===== src/rtl/tnkk_accum_stage_pkg.sv =====
// Shared definitions for the tnkk accumulation stage: FSM encoding,
// default widths and the lane-count / tree-depth derivations.
package tnkk_accum_stage_pkg;

    typedef enum logic [2:0] {
        IDLE  = 3'd0,
        ACCUM = 3'd1,
        DRAIN = 3'd2,
        SCALE = 3'd3,
        HOLD  = 3'd4
    } state_t;

    localparam int unsigned DEF_TN            = 4;
    localparam int unsigned DEF_KERNEL_SIZE   = 3;
    localparam int unsigned DEF_FEATURE_WIDTH = 8;
    localparam int unsigned DEF_BIAS_WIDTH    = 16;
    localparam int unsigned DEF_SCALER_WIDTH  = 16;
    localparam int unsigned DEF_ACC_WIDTH     = 24;
    localparam int unsigned DEF_OUT_SHIFT     = 8;

    function automatic int unsigned nprod(input int unsigned tn, input int unsigned k);
        return tn * k * k;
    endfunction

    function automatic int unsigned tree_stages(input int unsigned lanes);
        return $clog2(lanes);
    endfunction

    localparam int unsigned DEF_NPROD       = nprod(DEF_TN, DEF_KERNEL_SIZE);
    localparam int unsigned DEF_TREE_STAGES = tree_stages(DEF_NPROD);

endpackage


===== src/rtl/tnkk_accum_stage_if.sv =====
// Beat-in / result-out handshake bundle for tnkk_accum_stage.
interface tnkk_accum_stage_if
    import tnkk_accum_stage_pkg::*;
#(
    parameter int unsigned FEATURE_WIDTH = DEF_FEATURE_WIDTH,
    parameter int unsigned NPROD         = DEF_NPROD,
    parameter int unsigned BIAS_WIDTH    = DEF_BIAS_WIDTH,
    parameter int unsigned SCALER_WIDTH  = DEF_SCALER_WIDTH
);
    logic [NPROD*FEATURE_WIDTH-1:0] product_in;
    logic                           in_valid;
    logic                           in_ready;
    logic                           in_last;
    logic [BIAS_WIDTH-1:0]          bias_in;
    logic [SCALER_WIDTH-1:0]        scaler_in;
    logic [FEATURE_WIDTH-1:0]       out_data;
    logic                           out_valid;
    logic                           out_ready;
    logic                           acc_overflow;

    modport master (
        output product_in, in_valid, in_last, bias_in, scaler_in, out_ready,
        input  in_ready, out_data, out_valid, acc_overflow
    );

    modport slave (
        input  product_in, in_valid, in_last, bias_in, scaler_in, out_ready,
        output in_ready, out_data, out_valid, acc_overflow
    );
endinterface


===== src/rtl/tnkk_adder_tree.sv =====
// Fully pipelined, never-stalling binary adder tree with valid/last sideband.
// Each level halves the node count (odd node passes through, still registered).
module tnkk_adder_tree
    import tnkk_accum_stage_pkg::*;
#(
    parameter int unsigned LANES      = DEF_NPROD,
    parameter int unsigned LANE_WIDTH = DEF_FEATURE_WIDTH
)(
    input  logic                                        clk,
    input  logic                                        rst,
    input  logic                                        in_valid,
    input  logic                                        in_last,
    input  logic [LANES*LANE_WIDTH-1:0]                 in_data,
    output logic                                        out_valid,
    output logic                                        out_last,
    output logic [LANE_WIDTH+tree_stages(LANES)-1:0]    out_sum
);
    localparam int unsigned STAGES    = tree_stages(LANES);
    localparam int unsigned SUM_WIDTH = LANE_WIDTH + STAGES;

    function automatic int unsigned level_count(input int unsigned l);
        return (LANES + (32'd1 << l) - 32'd1) >> l;
    endfunction

    function automatic int unsigned level_base(input int unsigned l);
        int unsigned b;
        b = 0;
        for (int unsigned k = 1; k < l; k++) b += level_count(k);
        return b;
    endfunction

    localparam int unsigned NODES = level_base(STAGES + 1);

    logic [SUM_WIDTH-1:0] node      [NODES];
    logic [SUM_WIDTH-1:0] node_next [NODES];
    logic [STAGES-1:0]    valid_sr;
    logic [STAGES-1:0]    last_sr;

    // All levels live in one flat array; level l starts at level_base(l).
    always_comb begin
        node_next = '{default: '0};
        for (int unsigned j = 0; j < level_count(1); j++) begin
            node_next[j] = SUM_WIDTH'(in_data[2*j*LANE_WIDTH +: LANE_WIDTH]);
            if (2*j + 1 < LANES)
                node_next[j] = node_next[j]
                             + SUM_WIDTH'(in_data[(2*j+1)*LANE_WIDTH +: LANE_WIDTH]);
        end
        for (int unsigned l = 2; l <= STAGES; l++) begin
            for (int unsigned j = 0; j < level_count(l); j++) begin
                node_next[level_base(l)+j] = node[level_base(l-1)+2*j];
                if (2*j + 1 < level_count(l-1))
                    node_next[level_base(l)+j] = node_next[level_base(l)+j]
                                               + node[level_base(l-1)+2*j+1];
            end
        end
    end

    always_ff @(posedge clk or negedge rst) begin
        if (!rst) begin
            node     <= '{default: '0};
            valid_sr <= '0;
            last_sr  <= '0;
        end else begin
            node     <= node_next;
            valid_sr <= STAGES'({valid_sr, in_valid});
            last_sr  <= STAGES'({last_sr, in_last});
        end
    end

    assign out_sum   = node[NODES-1];
    assign out_valid = valid_sr[STAGES-1];
    assign out_last  = last_sr[STAGES-1];

endmodule


===== src/rtl/tnkk_accum_stage.sv =====
// Accumulates adder-tree sums over channel-tile beats, then biases, scales and
// shifts the pixel result. Define ACCUM_SATURATE_EN to clamp instead of truncate.
module tnkk_accum_stage
    import tnkk_accum_stage_pkg::*;
#(
    parameter int unsigned Tn            = DEF_TN,
    parameter int unsigned KERNEL_SIZE   = DEF_KERNEL_SIZE,
    parameter int unsigned FEATURE_WIDTH = DEF_FEATURE_WIDTH,
    parameter int unsigned BIAS_WIDTH    = DEF_BIAS_WIDTH,
    parameter int unsigned SCALER_WIDTH  = DEF_SCALER_WIDTH,
    parameter int unsigned ACC_WIDTH     = DEF_ACC_WIDTH,
    parameter int unsigned OUT_SHIFT     = DEF_OUT_SHIFT
)(
    input  logic               clk,
    input  logic               rst,
    tnkk_accum_stage_if.slave  bus
);
    localparam int unsigned NPROD       = nprod(Tn, KERNEL_SIZE);
    localparam int unsigned TREE_STAGES = tree_stages(NPROD);
    localparam int unsigned SUM_W       = FEATURE_WIDTH + TREE_STAGES;
    localparam int unsigned TOT_W       = ((ACC_WIDTH > SUM_W) ? ACC_WIDTH : SUM_W) + 1;
    localparam int unsigned AB_W        = ((ACC_WIDTH > BIAS_WIDTH) ? ACC_WIDTH : BIAS_WIDTH) + 1;
    localparam int unsigned PROD_W      = AB_W + SCALER_WIDTH;
    localparam logic [FEATURE_WIDTH-1:0] RES_MAX = '1;

    state_t state, state_next;

    logic                           ready_q;
    logic                           accept;
    logic [NPROD*FEATURE_WIDTH-1:0] lanes_q;
    logic                           lanes_valid_q;
    logic                           lanes_last_q;
    logic [BIAS_WIDTH-1:0]          bias_q;
    logic [SCALER_WIDTH-1:0]        scaler_q;
    logic                           tree_valid;
    logic                           tree_last;
    logic [SUM_W-1:0]               tree_sum;
    logic [ACC_WIDTH-1:0]           acc;
    logic [TOT_W-1:0]               acc_total;
    logic                           acc_carry;
    logic [PROD_W-1:0]              scaled;
    logic [FEATURE_WIDTH-1:0]       result;
    logic [FEATURE_WIDTH-1:0]       out_data_q;
    logic                           out_valid_q;
    logic                           overflow_q;

    assign accept = bus.in_valid & ready_q;

    // Input capture register; rejected beats enter the tree as zero.
    always_ff @(posedge clk or negedge rst) begin
        if (!rst) begin
            lanes_q       <= '0;
            lanes_valid_q <= 1'b0;
            lanes_last_q  <= 1'b0;
            bias_q        <= '0;
            scaler_q      <= '0;
        end else begin
            lanes_q       <= accept ? bus.product_in : '0;
            lanes_valid_q <= accept;
            lanes_last_q  <= accept & bus.in_last;
            if (accept && bus.in_last) begin
                bias_q   <= bus.bias_in;
                scaler_q <= bus.scaler_in;
            end
        end
    end

    tnkk_adder_tree #(
        .LANES      (NPROD),
        .LANE_WIDTH (FEATURE_WIDTH)
    ) u_tree (
        .clk       (clk),
        .rst       (rst),
        .in_valid  (lanes_valid_q),
        .in_last   (lanes_last_q),
        .in_data   (lanes_q),
        .out_valid (tree_valid),
        .out_last  (tree_last),
        .out_sum   (tree_sum)
    );

    always_comb begin
        acc_total = TOT_W'(acc) + TOT_W'(tree_sum);
        acc_carry = |acc_total[TOT_W-1:ACC_WIDTH];
        scaled    = ((PROD_W'(acc) + PROD_W'(bias_q)) * PROD_W'(scaler_q)) >> OUT_SHIFT;
`ifdef ACCUM_SATURATE_EN
        result    = (scaled > PROD_W'(RES_MAX)) ? RES_MAX : FEATURE_WIDTH'(scaled);
`else
        result    = FEATURE_WIDTH'(scaled);
`endif
    end

    always_ff @(posedge clk or negedge rst) begin
        if (!rst) state <= IDLE;
        else      state <= state_next;
    end

    always_comb begin
        state_next = state;
        case (state)
            IDLE:    if (accept) state_next = bus.in_last ? DRAIN : ACCUM;
            ACCUM:   if (accept && bus.in_last) state_next = DRAIN;
            DRAIN:   if (tree_valid && tree_last) state_next = SCALE;
            SCALE:   state_next = HOLD;
            HOLD:    if (bus.out_ready) state_next = IDLE;
            default: state_next = IDLE;
        endcase
    end

    // in_ready is registered from the next state so it stays low through reset
    // and rises on the first edge after release.
    always_ff @(posedge clk or negedge rst) begin
        if (!rst) begin
            ready_q     <= 1'b0;
            acc         <= '0;
            overflow_q  <= 1'b0;
            out_data_q  <= '0;
            out_valid_q <= 1'b0;
        end else begin
            ready_q <= (state_next == IDLE) || (state_next == ACCUM);
            if (state == HOLD && bus.out_ready) begin
                acc         <= '0;
                out_valid_q <= 1'b0;
            end else if (tree_valid) begin
                acc <= acc_total[ACC_WIDTH-1:0];
                if (acc_carry) overflow_q <= 1'b1;
            end
            if (state == SCALE) begin
                out_data_q  <= result;
                out_valid_q <= 1'b1;
            end
        end
    end

    assign bus.in_ready     = ready_q;
    assign bus.out_data     = out_data_q;
    assign bus.out_valid    = out_valid_q;
    assign bus.acc_overflow = overflow_q;

endmodule

===== src/flat_wrapper.sv =====
// flat-port wrapper written by rule: the top's interface ports become plain ports
module tnkk_accum_stage_flat import tnkk_accum_stage_pkg::*;
#(
    parameter int unsigned Tn            = DEF_TN,
    parameter int unsigned KERNEL_SIZE   = DEF_KERNEL_SIZE,
    parameter int unsigned FEATURE_WIDTH = DEF_FEATURE_WIDTH,
    parameter int unsigned BIAS_WIDTH    = DEF_BIAS_WIDTH,
    parameter int unsigned SCALER_WIDTH  = DEF_SCALER_WIDTH,
    parameter int unsigned ACC_WIDTH     = DEF_ACC_WIDTH,
    parameter int unsigned OUT_SHIFT     = DEF_OUT_SHIFT
)
  (clk, rst, bus_product_in, bus_in_valid, bus_in_last, bus_bias_in, bus_scaler_in, bus_out_ready, bus_in_ready, bus_out_data, bus_out_valid, bus_acc_overflow);
  tnkk_accum_stage_if #(.FEATURE_WIDTH(FEATURE_WIDTH), .BIAS_WIDTH(BIAS_WIDTH), .SCALER_WIDTH(SCALER_WIDTH)) bus_i ();
  input  logic clk;
  input  logic rst;
  input wire logic [$bits(bus_i.product_in)-1:0] bus_product_in;
  input wire logic [$bits(bus_i.in_valid)-1:0] bus_in_valid;
  input wire logic [$bits(bus_i.in_last)-1:0] bus_in_last;
  input wire logic [$bits(bus_i.bias_in)-1:0] bus_bias_in;
  input wire logic [$bits(bus_i.scaler_in)-1:0] bus_scaler_in;
  input wire logic [$bits(bus_i.out_ready)-1:0] bus_out_ready;
  output wire logic [$bits(bus_i.in_ready)-1:0] bus_in_ready;
  output wire logic [$bits(bus_i.out_data)-1:0] bus_out_data;
  output wire logic [$bits(bus_i.out_valid)-1:0] bus_out_valid;
  output wire logic [$bits(bus_i.acc_overflow)-1:0] bus_acc_overflow;
  assign bus_i.product_in = bus_product_in;
  assign bus_i.in_valid = bus_in_valid;
  assign bus_i.in_last = bus_in_last;
  assign bus_i.bias_in = bus_bias_in;
  assign bus_i.scaler_in = bus_scaler_in;
  assign bus_i.out_ready = bus_out_ready;
  assign bus_in_ready = bus_i.in_ready;
  assign bus_out_data = bus_i.out_data;
  assign bus_out_valid = bus_i.out_valid;
  assign bus_acc_overflow = bus_i.acc_overflow;
  tnkk_accum_stage #(.Tn(Tn), .KERNEL_SIZE(KERNEL_SIZE), .FEATURE_WIDTH(FEATURE_WIDTH), .BIAS_WIDTH(BIAS_WIDTH), .SCALER_WIDTH(SCALER_WIDTH), .ACC_WIDTH(ACC_WIDTH), .OUT_SHIFT(OUT_SHIFT)) u_core (.clk(clk), .rst(rst), .bus(bus_i));
endmodule

===== config.mk =====
export PLATFORM = sky130hd
export DESIGN_NAME = tnkk_accum_stage_flat
export DESIGN_NICKNAME = d
export VERILOG_FILES = /design/src/rtl/tnkk_accum_stage_pkg.sv /design/src/rtl/tnkk_accum_stage_if.sv /design/src/rtl/tnkk_adder_tree.sv /design/src/rtl/tnkk_accum_stage.sv /design/src/flat_wrapper.sv
export SDC_FILE = /design/constraint.sdc
export NUM_CORES = 1
export LEC_CHECK = 0
export CAP_MARGIN = 20
export CORE_ASPECT_RATIO = 1.1
export CORE_MARGIN = 2
export CORE_UTILIZATION = 35
export DETAILED_ROUTE_END_ITERATION = 8
export HOLD_SLACK_MARGIN = 0.15
export PLACE_DENSITY_LB_ADDON = 0.2
export SLEW_MARGIN = 5
export SYNTH_ARGS = -nofsm -noshare
export SYNTH_HDL_FRONTEND = slang
export SYNTH_SLANG_ARGS = --single-unit

===== constraint.sdc =====
create_clock -name clk -period 7.5 [get_ports clk]
set_input_delay 0.75 -clock clk [delete_from_list [all_inputs] [get_ports clk]]
set_output_delay 0.75 -clock clk [all_outputs]
set_load 0.005 [all_outputs]

# == After elaboration in Yosys (flattened, before gate mapping) ==
# Cells that the tools add are included.
# Widths: inputs -> output; s select.
# word_totals
inputBits,325
output_inout_bits,11
mem_bits_ro,0
wordCells,117
memories,0
regBits,819
ram_bits,0
latchBits,0
# op_classes
reduce_logical,9
order_cmp,0
shifts,0
mul,1
muxes,11
add_sub_neg,37
n_eq_ne,5
bitwise,3
div,0
# ops
op,n
$mux 288,1
$add 8x8->9,18
$add 14x14->14,8
$add 9x9->10,8
$mux 24,2
$mul 41x16->16,1
$add 24x14->25,1
$add 24x16->25,1
$pmux 3 s5,1
$add 14x9->14,1
$mux 3,4
$eq 3x1->1 const B,2
$eq 3x2->1 const B,2
$logic_not 3->1,2
$reduce_bool 2->1,2
$eq 3x3->1 const B,1
$logic_and 1x1->1,3
$reduce_and 3->1,1
$and 1x1->1,2
$mux 1,2
$mux 2,1
$logic_or 1x1->1,1
$not 1->1,1

# == Longest topological paths before layout ==
# Gate-level depths: netlist (run 1).
# logic_depth
word_depth,6
mapped_depth,32
depth_no_buf,31

# == By module ==
# A second synthesis (run 1) with hierarchy kept.
# hier_totals
cells_unflattened,3357
area_unflattened_um2,38453.1
# by_module_without_submodules
mod,cells_each,instances,area_per_inst_um2,seq_area_each_um2
tnkk_adder_tree,1856,1,21241.6,9734.3
tnkk_accum_stage,1501,1,17211.5,9008.6

# == Least setup slack after synthesis (run 1) ==
# OpenSTA, ideal clock, no wires.
# synth_path
path_kind,flip-flop to flip-flop
start,register u_core.acc[0]
end,register u_core.out_data_q[7] (netlist: u_core.bus.out_data[7])
path_slack_ps,-78
required_time_ps,7372
n_path_buf,0
setup_time_ps,128
arrival_time_ps,7449
synth_period_minus_slack_ps,7578
stages_incl_launch_ff,31
cell_sequence,dfrtp_1 > ha_1 > inv_1 > fa_1 > nor2b_1 > o31a_1 > o211ai_1 > a21boi_0 > nor2_1 > xnor2_1 > nand2_1 > fa_1 > fa_1 > inv_1 > fa_1 > fa_1 > inv_1 > fa_1 > fa_1 > xor2_1 > xnor2_1 > xnor2_1 > xnor2_1 > xnor2_1 > xnor2_1 > xnor3_1 > xnor3_1 > xor3_1 > xnor3_1 > xnor2_1 > o21ai_1
# synth_via
elab_chain_len,2
# synth_lines
item,line_no,rtl
from (decl),tnkk_accum_stage.sv:38,logic [ACC_WIDTH-1:0] acc;
from (signal assigned),tnkk_accum_stage.sv:125,acc <= acc_total[ACC_WIDTH-1:0];
$add 24x16->25,tnkk_accum_stage.sv:85,scaled = ((PROD_W'(acc) + PROD_W'(bias_q)) * PROD_W'(scaler_q)) >> OUT_SHIFT;
$mul 41x16->16,tnkk_accum_stage.sv:85,
to (signal assigned),tnkk_accum_stage.sv:129,out_data_q <= result;
to (decl),tnkk_accum_stage.sv:43,logic [FEATURE_WIDTH-1:0] out_data_q;
# No other way between the ends.
# A chain may end at the register's enable or synchronous reset.

# == Final worst setup path (run 1) ==
# Ends and elaborated chain as after synthesis.

==> summary.txt, run 1 <==
Status: finished, final reports clean
Post-place setup slack: -0.5226 ns
Ys Warns: 0
Grt total ovfl: 0
Die width: 316.3 um
Max-slew headroom: 35.33%
Top FF cell, synth: dfrtp_1
Largest stage delay on the critical path: 0.54 ns
Iteration-0 DRC Markers: 857
Area of the multi-input gates: 17050 um2
Clk slew on worst S/H paths: 0.06 ns
Placed cells: 4944
Placement Cell Area: 42890 um2
Total CTS buffers: 87
Antenna Violating Nets Remaining: 0
Crit end category: register
Routed vias: 23120
Worst hold path class: in2async
Post-synthesis mux area share: 1.066%
DR WL/cell: 14.89 um
# IOs: 336
CTS max path bufs: 3
First-pass GRT wire length: 125800 um
Fillcell total: 10011
Syn Area/Cell: 11.62 um2
Top post-synthesis cells by area: dfrtp_1 (50%), ha_1 (13%), fa_1 (6.2%), and3_1 (4.9%), xnor2_1 (4.7%)
Buffers on Ports: 335
Startpoint Class: register
Antenna violations before repair: 8
Floorplan row count: 126
Via/cell ratio: 4.506
Cells after Synth: 3230
Mapped Nets: 4055
Crit path top cell by count: xnor2_1
Async S/R FF share, synth: 100.0%
EDFF count, synth: 0
Fin. Hold Viols: 0
Initial Util: 35.13%
Setup Crit Path Kind: reg2reg
Biggest area consumer among synthesized cells: dfrtp_1
Top cell type's share of synthesized area: 49.92%
Adder-Cell Fraction of Synth Area: 18.98%
Drt pass-1 iters: 4
Synthesized area: 37550 um2
Area Overhead vs Synth: 22.96%
FF+latch count, synth: 749
Slew Limit Fails: 0
Dpl hpwl: 56540 um
CTS tree: built
Unique cell type count in the Yosys netlist: 52
Period minus WS final: 7.451 ns
Final GP Congestion: 0.8457
Largest net degree at the start of global routing: 207
Reg area: 18750 um2
Clk Latency, worst-skew pair: 0.64 ns
Worst Path Arrival: 7.94 ns
Clk_skew: 0.02241 ns
Final Setup Violations: 0
Register area share after synthesis: 49.92%
GRT Util Overall: 14.41%
DRC viols: 0
Die Area: 109900 um2
Critical path's slowest cell: fa_1
Flop2flop setup slack: 0.05 ns
Setup ws final: 0.04893 ns
Core box area: 106900 um2
Vias in the first global route: 24485
Fmax: 134.2 MHz
Clock root cell: clkbuf_16
Post-synthesis compound-gate area fraction: 9.081%
Total wire length: 76420 um
CP required: 7.99 ns
Share of cells above drive strength 1: 7.820%
Synth Area in XOR/XNOR: 7.095%
Fin crit share: 99.35%
MaxCap Viol Count: 0
Hold_buf cts: 0
Fin util: 43.19%
Largest family of logic cells by synthesized area: adder cells
Clock H-tree levels: 3
RSZ-0062 raised after global routing: true
Design Area, Final: 46170 um2
Nets: 4478
Final std cells w/o fill: 5131
Simple-gate share of the synthesized area: 8.907%
Die Ht: 347.5 um
Critical Path Fanout Max: 3
Worst slew pin tran: 0.9700 ns
CTS sink cnt: 749
-- path summary, 6_finish.rpt --
| check | start | end | cells after the start |
|---|---|---|---|
| min in group clk | u_core.u_tree.valid_sr[2]$_DFF_PN0_ | u_core.u_tree.valid_sr[3]$_DFF_PN0_ | 0 |
| min reg2reg | u_core.u_tree.valid_sr[2]$_DFF_PN0_ | u_core.u_tree.valid_sr[3]$_DFF_PN0_ | 0 |
| max reg2reg | u_core.acc[0]$_DFFE_PN0P_ | u_core.bus.out_data[7]$_DFFE_PN0P_ | 32 |
| max | u_core.acc[0]$_DFFE_PN0P_ | u_core.bus.out_data[7]$_DFFE_PN0P_ | 32 |
| min | rst | u_core.lanes_q[238]$_DFF_PN0_ | 1 |
| max in group asynchronous | rst | u_core.bus.in_ready$_DFF_PN0_ | 2 |
-- final cells by class --
| cell class | instances | area share [%] |
|---|---|---|
| Clock inverter | 40 | 1.108 |
| Clock buffer | 117 | 5.355 |
| Multi-Input combinational cell | 1986 | 36.93 |
| Sequential cell | 749 | 40.60 |
| Timing Repair Buffer | 424 | 8.886 |
| Tap cell | 1408 | 3.816 |
| Inverter | 405 | 3.293 |
| Antenna cell | 2 | 0.01084 |
-- critical path, delay by kind of cell, from the launching register on --
family | cells | cell delay, ns
and+or+nand+nor | 3 | 0.23
AOI/OAI and AO/OA | 5 | 0.91
xor gates and xnor gates | 12 | 2.44
buffers and inverters | 4 | 0.28
DFF | 1 | 0.38
adders and majority gates | 8 | 3.11
-- placed cells by master, fill, tap and decap left out, types with 88 or more instances in the layout --
cell type	n
ha_1	381
xor2_1	88
clkdlybuf4s50_1	333
a21o_1	107
dfrtp_1	748
nand2_1	97
o21ai_0	97
xnor2_1	199
and3_1	293
a21oi_1	218
clkbuf_16	89
fa_1	111
o21bai_1	93
inv_1	404
-- repair_timing --
item | 4_1_cts | 5_1_grt
pin swaps | 27 | 22
setup endpoints to repair | 1 | 1
gates resized for setup | 12 | 7
setup buffers | 26 | 2
-- logic make-up after synthesis --
group                      after synthesis
DFF                                    749
and+or+nand+nor                        596
AOI/OAI and AO/OA                      558
adders and majority gates              500
buffers and inverters                  495
xor gates and xnor gates               296
muxes                                   36
-- layer usage --
layer	GRT usage [%]	share of wire [%]	vias to the layer above
li1	-	-	11549
met1	18.19	44	11127
met2	25.03	50	329
met3	2.514	3.8	105
met4	4.419	2.2	10
met5	0	0.086	-
-- sequential cells by signal (all words and copies together) (netlist names) --
name,count
u_core.u_tree.node,363
u_core.lanes_q,288
u_core.acc,24
u_core.bias_q,16
u_core.scaler_q,16
u_core.u_tree.out_sum,14
u_core.bus.out_data,8
u_core.u_tree.last_sr,6
u_core.u_tree.valid_sr,6
u_core.state,3
u_core.bus.acc_overflow,1
u_core.bus.in_ready,1
u_core.bus.out_valid,1
u_core.lanes_last_q,1
u_core.lanes_valid_q,1
-- metrics by stage --
stage | TNS [ns] | hold WS, ns
floorplan | 0 | 0.3312
global placement | -0.4266 | 0.3331
detailed placement | -0.5226 | 0.3347
CTS | 0 | 0.1931
global route | -0.2585 | 0.2235
finish | 0 | 0.1428
-- synthesized netlist by cell type (6+ instances only) --
cell / number
a21o_1: 107
a21oi_1: 221
and2_1: 58
and3_1: 293
clkbuf_1: 84
dfrtp_1: 749
fa_1: 116
ha_1: 384
inv_1: 405
mux2_2: 31
nand2_1: 98
nand2b_1: 28
nor2_1: 56
nor2b_1: 33
nor3_1: 8
o211ai_1: 6
o21ai_0: 99
o21bai_1: 93
or3_1: 7
xnor2_1: 201
xor2_1: 89
Power of run 1 is not shown: default switching activity piles up to over one toggle a cycle in this logic, so the estimate is an artifact.
==> run 2: changes to the inputs <==
--- a/config.mk
+++ b/config.mk
@@ -11,8 +11,7 @@
 export CORE_UTILIZATION = 35
 export DETAILED_ROUTE_END_ITERATION = 8
 export HOLD_SLACK_MARGIN = 0.15
-export PLACE_DENSITY_LB_ADDON = 0.2
-export SLEW_MARGIN = 5
+export SLEW_MARGIN = 20
 export SYNTH_ARGS = -nofsm -noshare
 export SYNTH_HDL_FRONTEND = slang
 export SYNTH_SLANG_ARGS = --single-unit
==> summary.txt, run 2 (synthesized netlist as in run 1, its figures left out) <==
# IOs: 336 (unchanged)
Fin util: 43.16% (about the same)
Slew Limit Fails: 0 (unchanged)
Die Ht: 347.5 um (unchanged)
Flop2flop setup slack: -0.006 ns (-0.05 ns)
Worst Path Arrival: 8.01 ns (+0.07 ns)
Crit path top cell by count: xnor2_1
Clk Latency, worst-skew pair: 0.65 ns (about the same)
Clock root cell: clkbuf_16
Worst r2r src: u_core.acc[1]$_DFFE_PN0P_
Share of cells above drive strength 1: 7.777% (-0.044 points)
Setup Crit Path Kind: reg2reg
Failing checks: setup timing
Dpl hpwl: 55980 um (-0.99%)
Fin crit share: 100.1% (+0.73 points)
Floorplan row count: 126 (unchanged)
Hold Slack: 0.1536 ns (+0.01073 ns)
Fillcell total: 10055 (+0.44%)
Fin. Hold Viols: 0 (unchanged)
Busiest layer in global routing: met2
Grt total ovfl: 0 (unchanged)
CTS tree: built
Worst hold path class: in2async
Initial Util: 35.13% (unchanged)
Clock H-tree levels: 3 (unchanged)
GRT Util Overall: 13.96% (-0.45 points)
Most frequent cells in the layout: dfrtp_1 (748), inv_1 (404), ha_1 (381)
Buffers on Ports: 335 (unchanged)
RSZ-0062 raised after global routing: true
Worst slew pin tran: 0.9055 ns (-0.06445 ns)
Critical Path Fanout Max: 3 (unchanged)
Setup ws final: -0.005506 ns (-0.05443 ns)
Crit end category: register
DRC viols: 0 (unchanged)
Critical path's slowest cell: fa_1
Clk_skew: 0.03177 ns (+0.009358 ns)
Largest stage delay on the critical path: 0.57 ns (+0.03 ns)
Met3 usage: 2.514% (unchanged)
Fmax: 133.2 MHz (-0.72%)
Vias in the first global route: 24333 (-0.62%)
Final GP Congestion: 0.8513 (+0.66%)
Met2 usage: 24.40% (-0.63 points)
Status: complete, but fails checks
Largest registers: u_core.u_tree.node x363, u_core.lanes_q x288, u_core.acc x24
Max FFs per register: 363 (unchanged)
DR WL/cell: 14.58 um (-2.1%)
Total wire length: 74890 um (-2.0%)
Iteration-0 DRC Markers: 813 (-5.1%)
Total CTS buffers: 83 (-4.6%)
CTS max path bufs: 3 (unchanged)
M1 GR Usage: 17.37% (-0.82 points)
CTS sink cnt: 749 (unchanged)
Area Overhead vs Synth: 22.85% (about the same)
Antenna violations before repair: 2 (-6)
Die width: 316.3 um (unchanged)
Antenna Violating Nets Remaining: 0 (unchanged)
Biggest register: u_core.u_tree.node
Final Setup Violations: 1 (+1)
First-pass GRT wire length: 122500 um (-2.7%)
Largest net degree at the start of global routing: 151 (-27%)
Max-slew headroom: 39.63% (+4.3 points)
Via/cell ratio: 4.496 (-0.21%)
Routed vias: 23103 (-0.074%)
Period minus WS final: 7.506 ns (+0.05443 ns)
Core box area: 106900 um2 (unchanged)
Startpoint Class: register
Commonest non-fill, non-tap cell in the layout: dfrtp_1
Nets: 4485 (+0.16%)
Die Area: 109900 um2 (unchanged)
CP required: 8.00 ns (about the same)
FF-to-FF path depth: 28 (-13%)
Drt pass-1 iters: 4 (unchanged)
MaxCap Viol Count: 0 (unchanged)
Reg2reg end: u_core.bus.out_data[7]$_DFFE_PN0P_
Clk slew on worst S/H paths: 0.06 ns (about the same)
run 2: cell types whose count changed in the layout (fill, tap and decap cells not counted), sizes merged:
cell    previous run  this run
clkinv            19        15
buf               91       102
bufinv            11         9
diode              2         1
clkbuf           117       121
inv              411       410
run 2: how the worst max path moves through the flow:
stage                                   start                                  to  slack (ns)  cells past startpoint
floorplan           u_core.acc[0]$_DFFE_PN0P_  u_core.bus.out_data[7]$_DFFE_PN0P_        0.02                     31
global placement    u_core.acc[0]$_DFFE_PN0P_  u_core.bus.out_data[7]$_DFFE_PN0P_       -0.35                     31
detailed placement  u_core.acc[0]$_DFFE_PN0P_  u_core.bus.out_data[7]$_DFFE_PN0P_       -0.52                     31
CTS                 u_core.acc[1]$_DFFE_PN0P_  u_core.bus.out_data[7]$_DFFE_PN0P_        0.02                     29
global route        u_core.acc[1]$_DFFE_PN0P_  u_core.bus.out_data[7]$_DFFE_PN0P_       -0.35                     29
finish              u_core.acc[1]$_DFFE_PN0P_  u_core.bus.out_data[7]$_DFFE_PN0P_      -0.006                     28
run 2: what timing repair did:
item                       4_1_cts  5_1_grt
buffers inserted                25        3
setup endpoints to repair        1        1
pin swaps                       29       13
resized for setup                9        3
hold buffers                     0        0
run 2: layer usage:
layer / wire [um] / part of all wire, % / up-vias
met3: 3165 / 4.2 / 103
met5: 0 / 0 / -
met1: 32450 / 43 / 11079
li1: - / - / 11568
met2: 37540 / 50 / 353
met4: 1727 / 2.3 / 0
run 2: layout make-up:
| type | count | area [um2] | area share [%] |
|---|---|---|---|
| Tap cell | 1408 | 1762 | 3.819 |
| Inverter | 405 | 1520 | 3.296 |
| Timing Repair Buffer | 435 | 4151 | 9.000 |
| Clock inverter | 33 | 460.4 | 0.9982 |
| Multi-Input combinational cell | 1986 | 17020 | 36.90 |
| Antenna cell | 1 | 2.502 | 0.005425 |
| Sequential cell | 749 | 18750 | 40.64 |
| Clock buffer | 121 | 2464 | 5.341 |
run 2: worst max-delay path: cells and delay by family, from the launching register on:
family	cells	cell delay, ns
AO/OA/AOI/OAI	6	1.21
XOR/XNOR	12	2.39
adder cells (fa/ha/maj)	7	3.14
buffers and inverters	2	0.10
flip-flops	1	0.40
AND/OR/NAND/NOR	1	0.11
run 2: stage by stage:
| step | setup TNS, ns | instance area (um2) | instances | setup WS, ns |
|---|---|---|---|---|
| floorplan | 0 | 37570 | 3230 | 0.01729 |
| global placement | -0.3462 | 42930 | 4955 | -0.3462 |
| detailed placement | -0.5233 | 42930 | 4955 | -0.5233 |
| CTS | 0 | 46090 | 5134 | 0.02087 |
| global route | -0.3505 | 46130 | 5138 | -0.3505 |
| finish | -0.005506 | 46130 | 5138 | -0.005506 |
Power of run 2 is left out for the same reason.
